**config.mk**
```make
export PLATFORM = sky130hd
export DESIGN_NAME = design_lane_arbiter
export DESIGN_NICKNAME = d
export VERILOG_FILES = /design/src/rtl/design_lane_arbiter.sv
export SDC_FILE = /design/constraint.sdc
export NUM_CORES = 1
export LEC_CHECK = 0
export BUFFER_PORTS_ARGS = -buffer_cell sky130_fd_sc_hd__buf_2
export CAP_MARGIN = 20
export CORE_UTILIZATION = 36
export CTS_CLUSTER_SIZE = 40
export DETAILED_ROUTE_END_ITERATION = 16
export GPL_ROUTABILITY_DRIVEN = 0
export PLACE_DENSITY = 0.68
export SETUP_SLACK_MARGIN = 0.4
export SLEW_MARGIN = 25
export SYNTH_ARGS = -nofsm -noshare
export SYNTH_HDL_FRONTEND = slang
export SYNTH_SLANG_ARGS = --single-unit
export TNS_END_PERCENT = 1
```
**constraint.sdc**
```tcl
create_clock -name clk -period 1.8 [get_ports clk]
set_input_delay 0.18 -clock clk [delete_from_list [all_inputs] [get_ports clk]]
set_output_delay 0.18 -clock clk [all_outputs]
set_load 0.005 [all_outputs]
```
**src/rtl/design_lane_arbiter.sv**
```systemverilog
// -----------------------------------------------------------------------------
// design_lane_arbiter
//
// Shares one instance of the 7-lane combinational `design` datapath among N
// requesters. A round-robin arbiter picks one requester per IDLE visit and
// registers its operands onto the datapath inputs. The inputs are then held for
// SETTLE_CYCLES full cycles so the long combinational path can resolve. After
// that the result is captured and returned on a valid/ready response port,
// tagged with the requester ID.
//
// Parameters
//   N              number of requesters (2..8)
//   ID_W           requester ID width, must equal clog2(N)
//   SETTLE_CYCLES  cycles the datapath inputs are held before capture (1..15)
//   CNT_W          width of the completed-transaction counter
//
// Ports
//   clk        in   rising-edge clock
//   rst        in   synchronous reset, active high
//   req        in   [N]       per-requester request level (sampled in IDLE only)
//   req_a      in   [7N]      operand A, requester k at [7k+6:7k]
//   req_b      in   [7N]      operand B, same packing
//   req_ctl    in   [15N]     control word, requester k at [15k+14:15k]
//   gnt        out  [N]       one-hot, one-cycle acceptance pulse
//   dp_a       out  [7]       datapath I1..I7 (bit0 = I1)
//   dp_b       out  [7]       datapath I8..I14
//   dp_ctl     out  [15]      datapath I15..I29
//   dp_result  in   [7]       datapath O1..O7
//   rsp_valid  out            response valid
//   rsp_ready  in             response consumer ready
//   rsp_id     out  [ID_W]    requester owning the response
//   rsp_data   out  [7]       captured dp_result
//   busy       out            high whenever the controller is not IDLE
//   txn_count  out  [CNT_W]   completed responses, wraps
// -----------------------------------------------------------------------------
module design_lane_arbiter #(
    parameter int N             = 4,
    parameter int ID_W          = 2,
    parameter int SETTLE_CYCLES = 2,
    parameter int CNT_W         = 16
) (
    input  logic                clk,
    input  logic                rst,
    input  logic [N-1:0]        req,
    input  logic [7*N-1:0]      req_a,
    input  logic [7*N-1:0]      req_b,
    input  logic [15*N-1:0]     req_ctl,
    output logic [N-1:0]        gnt,
    output logic [6:0]          dp_a,
    output logic [6:0]          dp_b,
    output logic [14:0]         dp_ctl,
    input  logic [6:0]          dp_result,
    output logic                rsp_valid,
    input  logic                rsp_ready,
    output logic [ID_W-1:0]     rsp_id,
    output logic [6:0]          rsp_data,
    output logic                busy,
    output logic [CNT_W-1:0]    txn_count
);

    // -------------------------------------------------------------------------
    // Elaboration-time parameter guards
    // -------------------------------------------------------------------------
    generate
        if (N < 2 || N > 8) begin : g_bad_n
            $error("design_lane_arbiter: N must be in 2..8");
        end
        if (ID_W != $clog2(N)) begin : g_bad_id_w
            $error("design_lane_arbiter: ID_W must equal clog2(N)");
        end
        if (SETTLE_CYCLES < 1 || SETTLE_CYCLES > 15) begin : g_bad_settle
            $error("design_lane_arbiter: SETTLE_CYCLES must be in 1..15");
        end
        if (CNT_W < 1) begin : g_bad_cnt_w
            $error("design_lane_arbiter: CNT_W must be at least 1");
        end
    endgenerate

    // -------------------------------------------------------------------------
    // Local constants and types
    // -------------------------------------------------------------------------
    localparam int SC_W = 4;
    // The counter is loaded with SETTLE_CYCLES-1 at the grant edge and the
    // capture happens on the edge that sees zero, which places the capture
    // exactly SETTLE_CYCLES edges after the grant.
    localparam logic [SC_W-1:0] SETTLE_LOAD = SC_W'(SETTLE_CYCLES - 1);
    // Pointer starts at N-1 so requester 0 is searched first after reset.
    localparam logic [ID_W-1:0] LAST_RESET  = ID_W'(N - 1);

    typedef enum logic [1:0] {
        ST_IDLE   = 2'd0,
        ST_SETTLE = 2'd1,
        ST_RESP   = 2'd2
    } state_t;

    // -------------------------------------------------------------------------
    // Registers
    // -------------------------------------------------------------------------
    state_t             state_q,     state_d;
    logic [ID_W-1:0]    last_q,      last_d;
    logic [SC_W-1:0]    cnt_q,       cnt_d;
    logic [N-1:0]       gnt_q,       gnt_d;
    logic [6:0]         dp_a_q,      dp_a_d;
    logic [6:0]         dp_b_q,      dp_b_d;
    logic [14:0]        dp_ctl_q,    dp_ctl_d;
    logic               rsp_valid_q, rsp_valid_d;
    logic [ID_W-1:0]    rsp_id_q,    rsp_id_d;
    logic [6:0]         rsp_data_q,  rsp_data_d;
    logic [CNT_W-1:0]   txn_count_q, txn_count_d;

    // -------------------------------------------------------------------------
    // Round-robin winner selection
    //
    // Requests strictly above the last winner get first look; if none exist
    // the search wraps and takes the lowest set request overall. The lowest
    // set bit of the chosen vector is isolated with x & -x.
    // -------------------------------------------------------------------------
    logic [N-1:0]               upper_mask;
    logic [N-1:0]               req_upper;
    logic [N-1:0]               pick_src;
    logic [N-1:0]               pick_oh;

    // Transposed AND terms: [bit][lane]. Each selected field bit is the OR over
    // lanes, which keeps every select constant and the mux one-hot AND-OR.
    logic [6:0][N-1:0]          a_terms;
    logic [6:0][N-1:0]          b_terms;
    logic [14:0][N-1:0]         ctl_terms;
    logic [ID_W-1:0][N-1:0]     id_terms;

    logic [6:0]                 sel_a;
    logic [6:0]                 sel_b;
    logic [14:0]                sel_ctl;
    logic [ID_W-1:0]            win_id;

    genvar gi, gb;
    generate
        for (gi = 0; gi < N; gi++) begin : g_lane
            localparam logic [ID_W-1:0] LANE_ID = ID_W'(gi);

            assign upper_mask[gi] = (LANE_ID > last_q);

            for (gb = 0; gb < 7; gb++) begin : g_ab
                assign a_terms[gb][gi] = pick_oh[gi] & req_a[7*gi + gb];
                assign b_terms[gb][gi] = pick_oh[gi] & req_b[7*gi + gb];
            end

            for (gb = 0; gb < 15; gb++) begin : g_ctl
                assign ctl_terms[gb][gi] = pick_oh[gi] & req_ctl[15*gi + gb];
            end

            for (gb = 0; gb < ID_W; gb++) begin : g_id
                assign id_terms[gb][gi] = pick_oh[gi] & LANE_ID[gb];
            end
        end

        for (gb = 0; gb < 7; gb++) begin : g_sel_ab
            assign sel_a[gb] = |a_terms[gb];
            assign sel_b[gb] = |b_terms[gb];
        end

        for (gb = 0; gb < 15; gb++) begin : g_sel_ctl
            assign sel_ctl[gb] = |ctl_terms[gb];
        end

        for (gb = 0; gb < ID_W; gb++) begin : g_sel_id
            assign win_id[gb] = |id_terms[gb];
        end
    endgenerate

    assign req_upper = req & upper_mask;
    assign pick_src  = (|req_upper) ? req_upper : req;
    assign pick_oh   = pick_src & (~pick_src + N'(1));

    // -------------------------------------------------------------------------
    // Register process
    // -------------------------------------------------------------------------
    always_ff @(posedge clk) begin
        if (rst) begin
            state_q     <= ST_IDLE;
            last_q      <= LAST_RESET;
            cnt_q       <= '0;
            gnt_q       <= '0;
            dp_a_q      <= '0;
            dp_b_q      <= '0;
            dp_ctl_q    <= '0;
            rsp_valid_q <= 1'b0;
            rsp_id_q    <= '0;
            rsp_data_q  <= '0;
            txn_count_q <= '0;
        end else begin
            state_q     <= state_d;
            last_q      <= last_d;
            cnt_q       <= cnt_d;
            gnt_q       <= gnt_d;
            dp_a_q      <= dp_a_d;
            dp_b_q      <= dp_b_d;
            dp_ctl_q    <= dp_ctl_d;
            rsp_valid_q <= rsp_valid_d;
            rsp_id_q    <= rsp_id_d;
            rsp_data_q  <= rsp_data_d;
            txn_count_q <= txn_count_d;
        end
    end

    // -------------------------------------------------------------------------
    // Next-state logic
    // -------------------------------------------------------------------------
    always_comb begin
        state_d = state_q;
        case (state_q)
            ST_IDLE: begin
                if (|req) begin
                    state_d = ST_SETTLE;
                end
            end
            ST_SETTLE: begin
                if (cnt_q == '0) begin
                    state_d = ST_RESP;
                end
            end
            ST_RESP: begin
                if (rsp_valid_q && rsp_ready) begin
                    state_d = ST_IDLE;
                end
            end
            default: begin
                state_d = ST_IDLE;
            end
        endcase
    end

    // -------------------------------------------------------------------------
    // Output / datapath register logic
    //
    // Everything holds by default; gnt is the only field that self-clears,
    // which makes it a single-cycle pulse.
    // -------------------------------------------------------------------------
    always_comb begin
        last_d      = last_q;
        cnt_d       = cnt_q;
        gnt_d       = '0;
        dp_a_d      = dp_a_q;
        dp_b_d      = dp_b_q;
        dp_ctl_d    = dp_ctl_q;
        rsp_valid_d = rsp_valid_q;
        rsp_id_d    = rsp_id_q;
        rsp_data_d  = rsp_data_q;
        txn_count_d = txn_count_q;

        case (state_q)
            ST_IDLE: begin
                if (|req) begin
                    gnt_d    = pick_oh;
                    dp_a_d   = sel_a;
                    dp_b_d   = sel_b;
                    dp_ctl_d = sel_ctl;
                    last_d   = win_id;
                    rsp_id_d = win_id;
                    cnt_d    = SETTLE_LOAD;
                end
            end
            ST_SETTLE: begin
                if (cnt_q != '0) begin
                    cnt_d = cnt_q - SC_W'(1);
                end else begin
                    rsp_data_d  = dp_result;
                    rsp_valid_d = 1'b1;
                end
            end
            ST_RESP: begin
                if (rsp_valid_q && rsp_ready) begin
                    rsp_valid_d = 1'b0;
                    txn_count_d = txn_count_q + CNT_W'(1);
                end
            end
            default: begin
            end
        endcase
    end

    // -------------------------------------------------------------------------
    // Port drives
    // -------------------------------------------------------------------------
    assign gnt       = gnt_q;
    assign dp_a      = dp_a_q;
    assign dp_b      = dp_b_q;
    assign dp_ctl    = dp_ctl_q;
    assign rsp_valid = rsp_valid_q;
    assign rsp_id    = rsp_id_q;
    assign rsp_data  = rsp_data_q;
    assign busy      = (state_q != ST_IDLE);
    assign txn_count = txn_count_q;

endmodule

```
==> impl_metrics.ini <==
[timing]
finalHoldViolations = 0
maxSlewHeadroom = 0.465
fin_crit_sh = 0.836
worst_pin_slew_ns = 0.802
fin_skew_ns = 0.0161
max_freq_mhz = 665
min_period_ns = 1.50
setup_ws_ns = 0.296
drv_slew = 0
setup_tns_ns = 0
holdWs_ns = 0.0790
rsz0062_at_grt = true
setup_violations = 0

[synthesis]
yosys_warnings = 0
synthSimpleGateAreaFrac = 0.271
synth-compound-area-share = 0.267
syn_avg_cell_area_um2 = 7.85
synth_nets = 635
synth_edf_count = 0
synth_xor_area_frac = 0.0245
synth_seq_cells = 67
synthCells = 502
synth_fa_ha_area_frac = 0.00953
synthArstFlopShare = 0
synth-seq-area-share = 0.340
synth_flop_cell = dfxtp_1
synth_area_um2 = 3940
muxShareOfSynthArea = 0.0178
synth_top_family_by_area = simple AND/OR/NAND/NOR gates
ys_types = 45

[clocking]
cts_tree = done
clk_path_buf_depth = 2
clk_latency_ns = 0.34
cts-root-buf = clkbuf_8
path_clk_slew_ns = 0.07
cts.sinks = 67
postCtsHoldBufs = 0
numCtsBuffers = 9
htreeDepth = 3

[die]
ios = 190
fp-row-count = 37
die_h_um = 107
start_util = 0.377
die_w_um = 107
die_area_um2 = 11400
core_um2 = 10500

[place]
dp_slack_ns = -0.0151
dp_hpwl_mm = 9.61
place_area_um2 = 5170
port_buffers = 189

[grt]
grt_pass1_wl_mm = 21.2
antenna_found_initial = 0
grt-ovfl-total = 0
grt_max_degree = 42
gr-usage-all-layers = 0.234
grt_pass1_vias = 4410

[drt]
vias_per_cell = 5.60
routed_wl_mm = 13.7
vias = 4616
drc = 0
wire_per_inst_um = 16.6
postRouteAntennaNets = 0
dr.pass1.iters = 5
drt_iter0_drc = 350

[pwr]
p_per_area_nw_per_um2 = 990
p_leak_nw = 2.51
vdd_drop_max_uv = 418
p_total_mw = 5.41

[setup_path]
worst_setup_path_start_kind = flip-flop
crit_path_cell_trace = ha_4 -> nand2_2 -> or3_4 -> or3_1 -> a21oi_1
worst_ep_arrival_time_ns = 1.78
cp_slowest_cell = or3_4
reg2reg_slack_ns = 0.30
max_stage_delay_ns = 0.41
endpoint_kind = flip-flop
critPathBufInv = 0
crit_path_max_fanout = 5
path_class = flip-flop to flip-flop
cp.required_ns = 2.07
path_delay_family = simple AND/OR/NAND/NOR gates

[finish]
layout_commonest_cell = buf_2
final_nets = 818
final_cell_mix = 189 x buf_2, 67 x nand3_1, 58 x a211oi_1
drive_above_1_share = 0.395
areaGrowthSynthToFinish_pct = 38.8
design_area_um2 = 5470
n_antenna_cell = 0

[outcome]
status = finished, final reports clean

[min_path]
hp-class = primary input to flip-flop

[run]
maxCapViolations = 0
-- cell families (layout without fill, tap and decap cells) --
logic type,count (synthesis),in the layout
and+or+nand+nor,203,204
AOI/OAI and AO/OA,151,152
DFF,67,67
buffers and inverters,60,244
xor gates and xnor gates,11,11
muxes,7,7
adders and majority gates,3,3
-- stage by stage --
stage	utilization	std cells
after detailed placement	0.494	800
after floorplan	-	502
final	0.523	824
after CTS	0.516	820
after global routing	0.523	824
after global placement	0.494	800
-- synth_stat cells, drive strengths merged, types with 2 or more instances --
library cell | number | area, um^2
inv | 7 | 26.3
buf | 23 | 139
a21oi | 14 | 70.1
dfxtp | 67 | 1340
nand4 | 4 | 25.0
a21o | 2 | 15.0
nand3 | 68 | 353
nor3 | 7 | 35.0
nor2 | 20 | 75.1
o21ai | 8 | 43.8
nand2b | 2 | 12.5
o21bai | 31 | 233
nor2b | 3 | 18.8
xor2 | 7 | 61.3
nand2 | 45 | 169
xnor2 | 4 | 35.0
o311ai | 2 | 17.5
o21a | 2 | 15.0
and3 | 32 | 200
clkbuf | 30 | 113
nor4 | 4 | 25.0
a211oi | 59 | 443
ha | 3 | 37.5
or2 | 2 | 12.5
a31oi | 29 | 181
or3 | 9 | 66.3
mux2i | 7 | 70.1
-- worst reg2reg max path, delay by kind of cell, from the launching register on --
family / cells / cell delay, ns
and+or+nand+nor: 3 / 0.79
DFF: 1 / 0.37
AOI/OAI and AO/OA: 1 / 0.14
adders and majority gates: 1 / 0.14
-- repair_timing --
action / CTS / global route
endpoints found under the setup margin: 46 / 54
buffers inserted: 6 / 2
gates cloned: 0 / 2
resized for setup: 8 / 12
pin swaps: 2 / 0
-- layer usage --
| metal | up-vias | routed length [um] | track usage |
|---|---|---|---|
| li1 | 2238 | - | - |
| met3 | 23 | 887 | 0.0334 |
| met1 | 2152 | 5970 | 0.304 |
| met4 | 0 | 272 | 0.0890 |
| met2 | 203 | 6550 | 0.390 |
| met5 | - | 0 | 0 |
-- registers in the layout, indices dropped and copies added (netlist names) --
register and cells:
dp_ctl 15, dp_a 7, rsp_valid 1, cnt_q 4
rsp_id 2, gnt 4, rsp_data 7, state_q 2
dp_b 7, txn_count 16, last_q 2
-- where the power goes --
part | internal, mW | switching [mW]
clock | 0.559 | 0.563
combinational | 1.06 | 1.29
sequential | 1.76 | 0.183
total | 3.38 | 2.03
-- cell type report --
class	count	area [um^2]
fill	1065	4990
clock buffer	12	155
timing repair buffer	223	1300
sequential	67	1360
inverter	7	26.3
tap	136	170
clock inverter	2	12.5
multi-input combinational	377	2440
-- final timing paths --
kind	from	to	cells past startpoint
worst min register to register	rsp_id[1]$_SDFFE_PP0P_	rsp_id[1]$_SDFFE_PP0P_	2
worst max register to register	txn_count[0]$_SDFFE_PP0P_	txn_count[14]$_SDFFE_PP0P_	5
worst min-delay path	dp_result[5]	rsp_data[5]$_SDFFE_PP0P_	3
worst max-delay path	txn_count[0]$_SDFFE_PP0P_	txn_count[14]$_SDFFE_PP0P_	5
No activity file was read; power rests on OpenSTA's default activity.
